<file path="src/rtl/snd_pkg.sv">
`default_nettype none
// ============================================================================
// Module   : snd_pkg
// Purpose  : Shared constants and helpers for the I2S sound mixer.
//            - silence_code : offset-binary silence value (1 << (SW-1))
//            - mix_width    : signed mix width S = SW + clog2(NCH/2)
//            - LEFT / RIGHT : word-select slot encoding on LRCK
// Revision : 1.0 - initial release
// ============================================================================
package snd_pkg;

  localparam int LEFT  = 0;
  localparam int RIGHT = 1;

  // Offset-binary mid-scale, used as the reset/idle value of every channel.
  function automatic int silence_code(input int sw);
    return 1 << (sw - 1);
  endfunction

  // Width that holds the sum of NCH/2 signed SW-bit samples without overflow.
  function automatic int mix_width(input int sw, input int nch);
    return sw + $clog2(nch / 2);
  endfunction

endpackage
`default_nettype wire

</file>
<file path="src/rtl/snd_i2s_tx.sv">
`default_nettype none
// ============================================================================
// Module   : i2s_tx
// Purpose  : I2S transmitter. Divides clk down to BCLK, tracks the bit slot
//            bc, drives LRCK and shifts a parallel {L,R} word out MSB first
//            with the standard one-BCLK delay after the LRCK transition.
// Ports    : clk        in  system clock
//            reset_n    in  synchronous active-low reset
//            frame_word in  {L,R} word, captured at frame load
//            bclk       out bit clock
//            lrck       out word select (0 = left)
//            sdata      out serial data
//            load       out one-clk pulse when frame_word is captured
// Revision : 1.0 - initial release
// ============================================================================
module i2s_tx
  import snd_pkg::*;
#(
  parameter int OW       = 16,
  parameter int BCLK_DIV = 2
) (
  input  logic            clk,
  input  logic            reset_n,
  input  logic [2*OW-1:0] frame_word,
  output logic            bclk,
  output logic            lrck,
  output logic            sdata,
  output logic            load
);

  localparam int DW = (BCLK_DIV > 1) ? $clog2(BCLK_DIV) : 1;
  localparam int BW = $clog2(2 * OW);

  logic [DW-1:0]   div;
  logic [BW-1:0]   bc;
  logic [BW-1:0]   bc_nxt;
  logic [2*OW-1:0] shreg;
  logic [2*OW-1:0] shreg_nxt;
  logic            div_tc;
  logic            fall;

  assign div_tc = (div == DW'(BCLK_DIV - 1));
  // BCLK is about to toggle from 1 to 0: every serial output moves here.
  assign fall   = div_tc & bclk;

  always_comb begin
    bc_nxt    = (bc == BW'(2 * OW - 1)) ? '0 : bc + BW'(1);
    // Frame load lands one slot after LRCK drops, giving the I2S one-bit delay.
    shreg_nxt = (bc_nxt == BW'(1)) ? frame_word : {shreg[2*OW-2:0], 1'b0};
  end

  always_ff @(posedge clk) begin
    if (!reset_n) begin
      div   <= '0;
      bclk  <= 1'b0;
      lrck  <= 1'b0;
      sdata <= 1'b0;
      load  <= 1'b0;
      bc    <= '0;
      shreg <= '0;
    end else begin
      load <= 1'b0;
      if (div_tc) begin
        div  <= '0;
        bclk <= ~bclk;
      end else begin
        div <= div + DW'(1);
      end
      if (fall) begin
        bc    <= bc_nxt;
        lrck  <= (bc_nxt >= BW'(OW)) ? 1'(RIGHT) : 1'(LEFT);
        shreg <= shreg_nxt;
        sdata <= shreg_nxt[2*OW-1];
        load  <= (bc_nxt == BW'(1));
      end
    end
  end

endmodule
`default_nettype wire

</file>
<file path="src/rtl/snd_i2s_mixer.sv">
`default_nettype none
// ============================================================================
// Module   : snd_i2s_mixer
// Purpose  : NCH offset-binary sample channels written from the port decoder,
//            mixed to left (even channels) / right (odd channels) and sent to
//            the DAC as an I2S stream.
// Ports    : clk        in  system clock
//            reset_n    in  synchronous active-low reset
//            wr_stb     in  one-clk channel write strobe
//            wr_ch      in  channel index (out-of-range writes are ignored)
//            wr_data    in  sample value
//            mute       in  frames load as zero while high
//            i2s_bclk   out bit clock
//            i2s_lrck   out word select (0 = left)
//            i2s_sdata  out serial data, MSB first
//            frame_stb  out one-clk pulse at each frame load
// Revision : 1.0 - initial release
// ============================================================================
module snd_i2s_mixer
  import snd_pkg::*;
#(
  parameter int NCH      = 4,
  parameter int SW       = 8,
  parameter int OW       = 16,
  parameter int BCLK_DIV = 2
) (
  input  logic                                  clk,
  input  logic                                  reset_n,
  input  logic                                  wr_stb,
  input  logic [((NCH > 1) ? $clog2(NCH) : 1)-1:0] wr_ch,
  input  logic [SW-1:0]                         wr_data,
  input  logic                                  mute,
  output logic                                  i2s_bclk,
  output logic                                  i2s_lrck,
  output logic                                  i2s_sdata,
  output logic                                  frame_stb
);

  localparam int             CW      = (NCH > 1) ? $clog2(NCH) : 1;
  localparam int             S       = mix_width(SW, NCH);
  localparam logic [SW-1:0]  SILENCE = SW'(silence_code(SW));

  logic [SW-1:0]         ch    [NCH];
  logic signed [S-1:0]   s_ext [NCH];
  logic signed [S-1:0]   l_sum;
  logic signed [S-1:0]   r_sum;
  logic [OW+S-1:0]       l_pad;
  logic [OW+S-1:0]       r_pad;
  logic [OW-1:0]         l_word;
  logic [OW-1:0]         r_word;
  logic [2*OW-1:0]       frame_word;

  // Channel registers. Index compare against each i means any wr_ch >= NCH
  // simply matches nothing.
  always_ff @(posedge clk) begin
    if (!reset_n) begin
      for (int i = 0; i < NCH; i++) ch[i] <= SILENCE;
    end else if (wr_stb) begin
      for (int i = 0; i < NCH; i++) begin
        if (wr_ch == CW'(i)) ch[i] <= wr_data;
      end
    end
  end

  // Offset-binary to two's complement: flipping the MSB re-centres 0x80 to 0.
  for (genvar i = 0; i < NCH; i++) begin : g_ext
    logic signed [SW-1:0] s_raw;
    assign s_raw    = signed'(ch[i] ^ SILENCE);
    assign s_ext[i] = S'(s_raw);
  end

  always_comb begin
    l_sum = '0;
    r_sum = '0;
    for (int i = 0; i < NCH; i++) begin
      if ((i % 2) == LEFT) l_sum = l_sum + s_ext[i];
      else                 r_sum = r_sum + s_ext[i];
    end
  end

  // Left-justify each S-bit sum into an OW-bit slot; the top OW bits of
  // {sum, OW zeros} are {sum, (OW-S) zeros} without a zero-width replicate.
  assign l_pad  = {l_sum, OW'(0)};
  assign r_pad  = {r_sum, OW'(0)};
  assign l_word = l_pad[OW+S-1 -: OW];
  assign r_word = r_pad[OW+S-1 -: OW];

  // Only sampled by the transmitter at the load slot, so mute and channel
  // writes never disturb a frame already in the shift register.
  assign frame_word = mute ? '0 : {l_word, r_word};

  i2s_tx #(
    .OW       (OW),
    .BCLK_DIV (BCLK_DIV)
  ) u_tx (
    .clk        (clk),
    .reset_n    (reset_n),
    .frame_word (frame_word),
    .bclk       (i2s_bclk),
    .lrck       (i2s_lrck),
    .sdata      (i2s_sdata),
    .load       (frame_stb)
  );

endmodule
`default_nettype wire

</file>
<file path="config.mk">
export PLATFORM = sky130hd
export DESIGN_NAME = snd_i2s_mixer
export DESIGN_NICKNAME = d
export VERILOG_FILES = /design/src/rtl/snd_pkg.sv /design/src/rtl/snd_i2s_tx.sv /design/src/rtl/snd_i2s_mixer.sv
export SDC_FILE = /design/constraint.sdc
export NUM_CORES = 1
export LEC_CHECK = 0
export BUFFER_PORTS_ARGS = -buffer_cell sky130_fd_sc_hd__buf_4
export CAP_MARGIN = 20
export CORE_ASPECT_RATIO = 0.9
export CORE_MARGIN = 2
export CORE_UTILIZATION = 60
export CTS_CLUSTER_DIAMETER = 150
export CTS_CLUSTER_SIZE = 40
export DETAILED_ROUTE_END_ITERATION = 8
export GPL_TIMING_DRIVEN = 0
export PLACE_DENSITY = 0.78
export SETUP_SLACK_MARGIN = 0.05
export SLEW_MARGIN = 20
export SYNTH_ARGS = -nofsm -noshare
export SYNTH_HDL_FRONTEND = slang
export SYNTH_HIERARCHICAL = 1
export SYNTH_SLANG_ARGS = --single-unit
</file>
<file path="constraint.sdc">
create_clock -name clk -period 2.8 [get_ports clk]
set_input_delay 0.28 -clock clk [delete_from_list [all_inputs] [get_ports clk]]
set_output_delay 0.28 -clock clk [all_outputs]
set_load 0.03 [all_outputs]
</file>
; After elaboration in Yosys (flattened, before gate mapping)
; Memory sizes are Yosys's and may differ from the RTL's.
; Index checks and enable logic that the tools add are counted.
[word_totals]
ff_bits = 41
ramBits = 32
in_bits = 14
out_inout_bits = 4
elab_cells = 57
memories = 1
[op_classes]
add_sub_neg = 4
magnitude_cmp = 1
eq_ne = 5
n_mux = 25
n_bitwise = 11
n_reduce_logical = 3
[mem_list]
columns = memory, words, width, read_ports, rd_clocked_by_memory_dff, write_ports, line
row1 = ch, 4, 8, 4, 0, 4, snd_i2s_mixer.sv:43  ; logic [SW-1:0] ch [NCH];
[ops]
columns = cell, count
row1 = $mux 32, 2
row2 = $mux 8, 4
row3 = $add 8x8->9, 2
row4 = $mux 1, 18
row5 = $not 1->1, 6
row6 = $add 5x1->5 const B, 1
row7 = $eq 5x1->1 const B, 1
row8 = $eq 5x5->1 const B, 1
row9 = $ge 5x5->1 const B, 1
row10 = $mux 5, 1
row11 = $eq 2x2->1 const B, 2
row12 = $or 1x1->1, 4
row13 = $eq 2x1->1 const B, 1
row14 = $logic_not 2->1, 1
row15 = $reduce_and 2->1, 1
row16 = $reduce_or 2->1, 1
row17 = $add 1x1->1 const B, 1
row18 = $and 1x1->1, 1

; Longest topological paths before layout
; Gate-level depths: netlist (run 1).
[logic_depth]
ltp_word = 6
depth_mapped = 9
ltp_nobuf = 9

; Hierarchy
; The synthesis (run 1) kept the hierarchy.
[modules_own_cells]
columns = mod, n_inst, cells_per_inst, area_each_um2
row1 = snd_i2s_mixer, 1, 201, 2075.7
row2 = i2s_tx, 1, 227, 1920.6

; Worst setup path after synthesis (run 1)
; Ideal clock, no wire load.
[synth_timing]
path_kind = register to register
start = register u_tx.bc[0]
end = register u_tx.sdata
setup_ns = 0.079
t_arrival_ns = 2.209
path_slack_ns = 0.512
path_stages_with_launch = 9
n_path_buf = 2
period_less_slack_ns = 2.288
path_cell_list = dfxtp_1 ha_1 and3_1 ha_1 or3_4 or3_1 buf_6 buf_6 o211ai_1
[synth_via]
elab_chain_len = 4
[synth_lines]
columns = item, line
row1 = start: declaration, snd_i2s_tx.sv:35  ; logic [BW-1:0] bc;
row2 = start signal: assignment, snd_i2s_tx.sv:70  ; bc <= bc_nxt;
row3 = $add 5x1->5 or $eq 5x5->1 (tied branches), snd_i2s_tx.sv:47  ; bc_nxt = (bc == BW'(2 * OW - 1)) ? '0 : bc + BW'(1);
row4 = $mux 5 (*), snd_i2s_tx.sv:47
row5 = named net u_tx.bc_nxt[4], snd_i2s_tx.sv:36  ; logic [BW-1:0] bc_nxt;
row6 = $eq 5x1->1 (*), snd_i2s_tx.sv:49  ; shreg_nxt = (bc_nxt == BW'(1)) ? frame_word : {shreg[2*OW-2:0], 1'b0};
row7 = $mux 32 (*), snd_i2s_tx.sv:49
row8 = end signal: assignment, snd_i2s_tx.sv:73  ; sdata <= shreg_nxt[2*OW-1];
row9 = end: declaration, snd_i2s_tx.sv:27  ; output logic sdata,
; The timed path passes the listed nets; every way through them passes the cells marked *.
; A chain may end at the register's enable or synchronous reset.

; Final worst setup path (run 1)
[layout_timing]
start = register u_tx.bc[0]
end = register u_tx.shreg[7]
[layout_via]
elab_chain_len = 4
[layout_lines]
columns = item, line
row1 = $add 5x1->5 or $eq 5x5->1 (tied branches), snd_i2s_tx.sv:47
row2 = $mux 5 (*), snd_i2s_tx.sv:47
row3 = named net u_tx.bc_nxt[4], snd_i2s_tx.sv:36
row4 = $eq 5x1->1 (*), snd_i2s_tx.sv:49
row5 = $mux 32 (*), snd_i2s_tx.sv:49
row6 = end signal: assignment, snd_i2s_tx.sv:72  ; shreg <= shreg_nxt;
row7 = end: declaration, snd_i2s_tx.sv:37  ; logic [2*OW-1:0] shreg;
; Marks and branches as above.

==> results of run 1 <==
==> per-stage QoR <==
stage	cell area, sq um	cells
after floorplan	4050	441
after global placement	4290	548
after detailed placement	4290	548
after CTS	4500	564
after global routing	4500	564
final	4500	564
==> path summary, 6_finish.rpt <==
check	slack (ns)	to	depth (start not counted)
worst min register to register	0.47	u_tx/shreg[11]	2
worst max register to register	0.31	u_tx/shreg[7]	7
worst min-delay path	0.23	ch[2][7]	2
worst max-delay path	0.31	u_tx/shreg[7]	7
==> registers in the layout, summed over array words and instances (netlist names) <==
name,flops
u_tx/load,1
u_tx/lrck,1
u_tx/div,1
u_tx/bclk,1
u_tx/shreg,31
ch,32
u_tx/sdata,1
u_tx/bc,4
==> final cells by class <==
class | count | share of cell area
sequential | 72 | 0.391
clock buffer | 10 | 0.0331
buffer | 29 | 0.0320
inverter | 10 | 0.00834
tap | 90 | 0.0250
timing repair buffer | 17 | 0.0284
clock inverter | 6 | 0.0147
multi-input combinational | 330 | 0.467
==> per-layer routing <==
| metal | track usage | vias up |
|---|---|---|
| li1 | - | 1661 |
| met1 | 0.291 | 1520 |
| met2 | 0.447 | 77 |
| met3 | 0.0477 | 9 |
| met4 | 0.0892 | 0 |
| met5 | 0 | - |
==> where the power goes <==
group | internal, mW | switching, mW
clock | 0.467 | 0.409
sequential | 1.15 | 0.0223
combinational | 0.157 | 0.235
total | 1.77 | 0.666
==> kinds of logic after synthesis <==
logic type                 after synthesis  share of synthesized area
AOI/OAI and AO/OA                      112                      0.212
DFF                                     72                      0.441
muxes                                    3                    0.00783
other                                    1                   0.000938
xor gates and xnor gates                 3                    0.00658
and+or+nand+nor                        178                      0.220
adders and majority gates               20                     0.0664
buffers and inverters                   39                     0.0454
==> cell usage in the layout (no fill, tap or decap), types with 3 or more instances in the layout <==
cell type | synthesis | routed
a211oi_1 | 3 | 3
buf_4 | 0 | 17
a21oi_1 | 8 | 8
o21ai_0 | 12 | 9
nor2_1 | 21 | 21
nor2b_1 | 8 | 8
clkbuf_8 | 0 | 9
edfxtp_1 | 32 | 32
buf_2 | 4 | 4
or4_1 | 3 | 3
nor3_1 | 7 | 7
buf_6 | 4 | 4
conb_1 | 1 | 14
o211ai_1 | 33 | 33
a21boi_0 | 5 | 5
nand2_1 | 79 | 79
o21ai_1 | 0 | 3
clkbuf_1 | 21 | 21
clkinv_4 | 0 | 3
inv_1 | 10 | 10
ha_1 | 18 | 18
nand3_1 | 8 | 8
or3_1 | 6 | 6
o311ai_0 | 32 | 32
and2_1 | 29 | 29
dfxtp_1 | 40 | 40
or2_2 | 3 | 3
==> flow_summary.ini, run 1 <==
[timing]
timing.final.crit_share = 0.889
fin_worst_skew_ns = 0.0100
setup_viol = 0
setup_ws_ns = 0.312
whs_ns = 0.229
hold_violations = 0
rsz0062_at_grt = no
fin_setup_tns_ns = 0
maxSlewViolCount = 0
relSlewSlack = 0.272
final.min_clock_period_ns = 2.49
max_clock_freq_ghz = 0.402
worst_slew_pin_slew_ns = 1.08

[place]
hpwl_mm = 6.02
numPortBuffers = 17
gp_congestion = 0.856
place_ws_ns = 0.320

[die]
std_cell_rows = 28
die_x_microns = 90.0
die_h_microns = 81.4
die_area_sq_mm = 0.00733
core-area_sq_mm = 0.00652
start_util = 0.613
ios = 18

[worst_setup_path]
max_stage_delay_ns = 0.45
crit_top_cell = ha_1
crit_buf_inv = 1
start_kind = flop
worstPathMaxFanout = 10
crit_slowest_cell = o311ai_0
cp_cell_sequence = ha_1 -> and3_1 -> ha_1 -> or3_4 -> clkbuf_1 -> o311ai_0 -> o211ai_1
r2r_start = u_tx/bc[0]
path_delay_family = simple AND/OR/NAND/NOR gates
worst_ep_arrival_time_ns = 2.70
cp-startpoint = u_tx/bc[0]
worstSetupPathType = flop to flop
required_ns = 3.02
crit_path_end_kind = flop

[logic_synthesis]
synth_top_area_share = 0.240
syn_area_sq_mm = 0.00400
ys_ff_latch = 72
ys_top_cells_by_count = nand2_1, dfxtp_1, o211ai_1
synth_most_common_cell = nand2_1
synth_edf_count = 32
ys_warn_count = 6
yosys.area.top_type = edfxtp_1
synth_cell_types = 52
ys_top_cells_by_area = edfxtp_1, dfxtp_1, nand2_1
synth-async-reset-ratio = 0
synthFlopType = dfxtp_1
synth_seq_area_share = 0.441
avgSynthCellArea_sq_um = 9.34
synthCells = 428

[power_and_ir_drop]
power_mw = 2.44
power.leakage_nw = 1.63
peakVddDrop_v = 0.000419
power.density_mw_per_mm2 = 542

[global_routing]
grt_pass1_vias = 3117
grt_usage = 0.244
grt_max_degree = 14
grt_pass1_wl_mm = 14.4
antenna_found_initial = 0
overflow = 0

[detailed_routing]
final_antenna_net_count = 0
drt_iter0_markers = 225
first_pass_iters = 5
wl_met2_mm = 4.17
drc = 0
dr_total_vias = 3267
highest_layer = met4
vias_per_cell = 5.79
wl_per_cell_microns = 14.7
wl_met3_microns = 303
met1_length_mm = 3.73
routed_wl_mm = 8.29

[hold_path]
hold_path.class = primary input to flop
min_from = wr_data[7]

[cts]
cts_buffer_depth = 2
cts_tree = yes
clk-insertion-delay-late_ns = 0.35
hold_buffers = 0
cts-htree-levels = 3
clkTransAtPathRegs_ns = 0.08
clockRootBuffer = clkbuf_8
numCtsBuffers = 9
post_cts_buffers = 0
cts_resized = 0
clock-sinks = 72

[cells_and_area]
final_util = 0.691
syn_to_final_growth_pct = 12.6
multi_input_area_sq_mm = 0.00210
regArea_sq_mm = 0.00176
diodes = 0
final_nets = 503
drive_above_1_share = 0.110
nFillCells = 541

[status]
outcome = completed

[run]
cap_violations = 0
Power figures use the tool's default switching activity.
==> inputs of run 2 (changes only) <==
CELL_PAD_IN_SITES_DETAIL_PLACEMENT = 0   (was unset)
CELL_PAD_IN_SITES_GLOBAL_PLACEMENT = 1   (was unset)
CORE_UTILIZATION = 48   (was 60)
PLACE_DENSITY = unset   (was 0.78)
PLACE_DENSITY_LB_ADDON = 0.1   (was unset)
==> run 2 against run 1 <==
Clock-buffer cell count grew 1. Critical path depth is the same. Die area grew 24%. Setup slack gained 0.013 ns. Clock skew grew 0.0010 ns. Wire length grew 4.6%. Cell count grew 2.0%. Flip-flop and latch count is the same. Clock power grew 4.6%. First-iteration DRC count shrank 48%. Non-clock buffer count grew 2. Largest power group unchanged.
==> flow_summary.ini, run 2 (synthesis gave the netlist of run 1 again) <==
[cells_and_area]
finalNonFillerCells = 575
largest_reg_flops = 32
layout_commonest_cell = nand2_1
layout_common_cells = nand2_1, dfxtp_1, o211ai_1
diodes = 0
largest_register = ch
syn_to_final_growth_pct = 13.3
final_nets = 505
reg.largest.list = ch (32), u_tx/shreg (31), u_tx/bc (4)
drive_above_1_share = 0.111
nFillCells = 765

[worst_setup_path]
start_kind = flop
cp_cell_sequence = ha_1 -> and3_1 -> ha_1 -> or3_4 -> clkbuf_1 -> o311ai_0 -> o211ai_1
max_stage_delay_ns = 0.43
crit_path_end_kind = flop
reg2reg_depth = 7
crit_buf_inv = 1
regToRegSetupSlack_ns = 0.32
r2r-end = u_tx/shreg[12]
r2r_start = u_tx/bc[0]
crit_top_cell = ha_1
worst_ep_arrival_time_ns = 2.69
path_delay_family = simple AND/OR/NAND/NOR gates
required_ns = 3.02
worstSetupPathType = flop to flop
worstPathMaxFanout = 10
crit_slowest_cell = or3_4

[timing]
whs_ns = 0.226
worst_slew_pin_slew_ns = 0.812
maxSlewViolCount = 0
hold_violations = 0
rsz0062_at_grt = no
relSlewSlack = 0.455
max_clock_freq_ghz = 0.404
final.min_clock_period_ns = 2.48
fin_setup_tns_ns = 0
setup_viol = 0
timing.final.crit_share = 0.884
setup_ws_ns = 0.325
fin_worst_skew_ns = 0.0111

[cts]
cts_resized = 0
cts-htree-levels = 3
clk-insertion-delay-late_ns = 0.35
clkTransAtPathRegs_ns = 0.08
cts_buffer_depth = 2
numCtsBuffers = 9
post_cts_buffers = 0
hold_buffers = 0
cts_tree = yes
clock-sinks = 72
clockRootBuffer = clkbuf_8

[global_routing]
overflow = 0
antenna_found_initial = 0
grt_usage = 0.197
grt_pass1_vias = 3049
grt_pass1_wl_mm = 14.3
grt_max_degree = 14

[hold_path]
hold_depth = 2
hold_path_end = ch[1][7]
min_from = wr_data[7]
hold_path.class = primary input to flop

[detailed_routing]
first_pass_iters = 4
drt_iter0_markers = 118
final_antenna_net_count = 0
drc = 0
wl_per_cell_microns = 15.1
vias_per_cell = 5.72
dr_total_vias = 3288
routed_wl_mm = 8.68

[place]
numPortBuffers = 17
place_ws_ns = 0.357
hpwl_mm = 6.22
dp_cells = 559
gp_congestion = 0.805

[power_and_ir_drop]
power.density_mw_per_mm2 = 549
peakVddDrop_v = 0.000292
power.leakage_nw = 1.64
power_mw = 2.49

[die]
ios = 18
start_util = 0.495
die_area_sq_mm = 0.00907
std_cell_rows = 31
core-area_sq_mm = 0.00807
die_x_microns = 100
die_h_microns = 90.6

[run]
cap_violations = 0

[status]
outcome = completed
## run 2: cell count changes in the layout (fill, tap and decap cells not counted), sizes merged
cell and change:
buf +2, bufinv +1, clkbuf +1, clkinv -3, inv +1
## run 2: worst max-delay path by stage
stage	slack, ns	from	depth (start not counted)	endpoint
2_1_floorplan	0.51	u_tx/bc[0]	8	u_tx/sdata
3_3_place_gp	0.36	u_tx/bc[0]	8	u_tx/shreg[30]
3_5_place_dp	0.36	u_tx/bc[0]	8	u_tx/shreg[30]
4_1_cts	0.32	u_tx/bc[0]	8	u_tx/shreg[25]
5_1_grt	0.16	u_tx/bc[0]	7	u_tx/shreg[7]
6_report	0.32	u_tx/bc[0]	7	u_tx/shreg[12]
## run 2: cell type report
cell class	count	area (sq um)	share of cell area
multi-input cells	330	2100	0.464
flip-flops and latches	72	1760	0.389
plain buffers	29	144	0.0318
clock buffers	11	141	0.0312
repair buffers	19	138	0.0304
well taps	99	124	0.0274
clock inverters	5	80.1	0.0177
inverters	10	37.5	0.00829
## run 2: per-layer routing
metal	GRT usage	wire length, microns	vias up
met2	0.293	3830	63
met4	0.0445	80	0
li1	-	-	1672
met3	0.0441	361	7
met1	0.292	4400	1546
met5	0	0	-
## run 2: worst reg2reg max path, cell delays in order, from the launching register on
cell and delay (ns):
dfxtp_1 0.37, ha_1 0.27, and3_1 0.20, ha_1 0.28
or3_4 0.43, clkbuf_1 0.23, o311ai_0 0.43, o211ai_1 0.14
## run 2: where the power goes
part	switching, mW	internal [mW]
clock network	0.388	0.527
logic	0.241	0.158
registers	0.0216	1.15
## run 2: through the flow
| stage | area [sq um] | utilization |
|---|---|---|
| 2_1_floorplan | 4050 | - |
| 3_3_place_gp | 4300 | 0.533 |
| 3_5_place_dp | 4310 | 0.534 |
| 4_1_cts | 4530 | 0.561 |
| 5_1_grt | 4530 | 0.561 |
| 6_report | 4530 | 0.561 |
==> inputs of run 3 (changes only) <==
CTS_BUF_LIST = sky130_fd_sc_hd__clkbuf_8 sky130_fd_sc_hd__clkbuf_16   (was unset)
==> run 3 against run 2 <==
Register-to-register slack about the same. Non-clock buffer count unchanged. Hold slack got worse by 0.0013 ns. Critical endpoint unchanged. Largest cell class unchanged.
==> flow_summary.ini, run 3 (synthesis gave the netlist of run 1 again) <==
[power_and_ir_drop]
peakVddDrop_v = 0.000292
power_mw = 2.48
power.density_mw_per_mm2 = 548
power.leakage_nw = 1.65

[global_routing]
grt_max_degree = 14
grt_usage = 0.197
antenna_found_initial = 0
overflow = 0
grt_pass1_wl_mm = 14.3
grt_pass1_vias = 3049

[die]
ios = 18
die_h_microns = 90.6
start_util = 0.495
core-area_sq_mm = 0.00807
die_x_microns = 100
die_area_sq_mm = 0.00907
std_cell_rows = 31

[worst_setup_path]
required_ns = 3.02
r2r_start = u_tx/bc[0]
worstPathMaxFanout = 10
r2r-end = u_tx/shreg[12]
cp-startpoint = u_tx/bc[0]
path_delay_family = simple AND/OR/NAND/NOR gates
max_stage_delay_ns = 0.43
crit_slowest_cell = or3_4
cp_cell_sequence = ha_1 -> and3_1 -> ha_1 -> or3_4 -> clkbuf_1 -> o311ai_0 -> o211ai_1
path_depth = 7
worst_ep_arrival_time_ns = 2.70
crit_buf_inv = 1
reg2reg_depth = 7
start_kind = flop
regToRegSetupSlack_ns = 0.32
worstSetupPathType = flop to flop
crit_path_end_kind = flop
crit_top_cell = ha_1

[cts]
cts_buffer_depth = 2
hold_buffers = 0
cts-htree-levels = 3
numCtsBuffers = 9
cts_tree = yes
clockRootBuffer = clkbuf_8
clkTransAtPathRegs_ns = 0.08
post_cts_buffers = 0
cts_resized = 0
clock-sinks = 72
clk-insertion-delay-late_ns = 0.35

[cells_and_area]
reg.largest.list = ch (32), u_tx/shreg (31), u_tx/bc (4)
regArea_sq_mm = 0.00176
layout_commonest_cell = nand2_1
diodes = 0
syn_to_final_growth_pct = 13.3
layout_common_cells = nand2_1, dfxtp_1, o211ai_1
final_nets = 505
largest_reg_flops = 32
largest_register = ch
multi_input_area_sq_mm = 0.00210
nFillCells = 765
drive_above_1_share = 0.111

[detailed_routing]
dr_total_vias = 3292
first_pass_iters = 4
routed_wl_mm = 8.68
drt_iter0_markers = 118
drc = 0
final_antenna_net_count = 0
vias_per_cell = 5.73
wl_per_cell_microns = 15.1

[hold_path]
hold_path_end = ch[1][7]
min_from = wr_data[7]
hold_path.class = primary input to flop
hold_depth = 2

[timing]
timing.final.crit_share = 0.884
hold_violations = 0
whs_ns = 0.224
fin_setup_tns_ns = 0
maxSlewViolCount = 0
rsz0062_at_grt = no
worst_slew_pin_slew_ns = 0.812
setup_viol = 0
final.min_clock_period_ns = 2.48
max_clock_freq_ghz = 0.404
relSlewSlack = 0.455
fin_worst_skew_ns = 0.0115

[place]
hpwl_mm = 6.22
numPortBuffers = 17
gp_congestion = 0.805

[status]
outcome = completed

[run]
cap_violations = 0
## run 3: how the worst max path moves through the flow
stage                                end
after floorplan               u_tx/sdata
after global placement    u_tx/shreg[30]
after detailed placement  u_tx/shreg[30]
after CTS                 u_tx/shreg[25]
after global routing       u_tx/shreg[7]
final                     u_tx/shreg[12]
## run 3: routing by layer
| layer | GRT usage | up-vias | routed length [microns] |
|---|---|---|---|
| met5 | 0 | - | 0 |
| met4 | 0.0445 | 0 | 89 |
| met3 | 0.0441 | 7 | 345 |
| met2 | 0.293 | 63 | 3830 |
| met1 | 0.292 | 1553 | 4410 |
| li1 | - | 1669 | - |
## run 3: stage by stage
| stage | util | instances | instance area (sq um) | setup WS (ns) |
|---|---|---|---|---|
| 6_report | 0.561 | 575 | 4530 | 0.324 |
| 2_1_floorplan | - | 441 | 4050 | 0.512 |
| 4_1_cts | 0.561 | 575 | 4530 | 0.316 |
| 3_3_place_gp | 0.533 | 557 | 4300 | 0.358 |
| 3_5_place_dp | 0.534 | 559 | 4310 | 0.357 |
| 5_1_grt | 0.561 | 575 | 4530 | 0.155 |
## run 3: layout make-up
cell class | count | area share
Multi-Input combinational cell | 330 | 0.464
Sequential cell | 72 | 0.389
Buffer | 29 | 0.0318
Clock buffer | 10 | 0.0304
Timing Repair Buffer | 19 | 0.0304
Tap cell | 99 | 0.0274
Clock inverter | 6 | 0.0185
Inverter | 10 | 0.00829
## run 3: where the power goes
part | leakage, nW | internal, mW | switching (mW)
logic | 0.890 | 0.158 | 0.241
clock network | 0.118 | 0.523 | 0.389
registers | 0.638 | 1.15 | 0.0216
total | 1.65 | 1.83 | 0.651
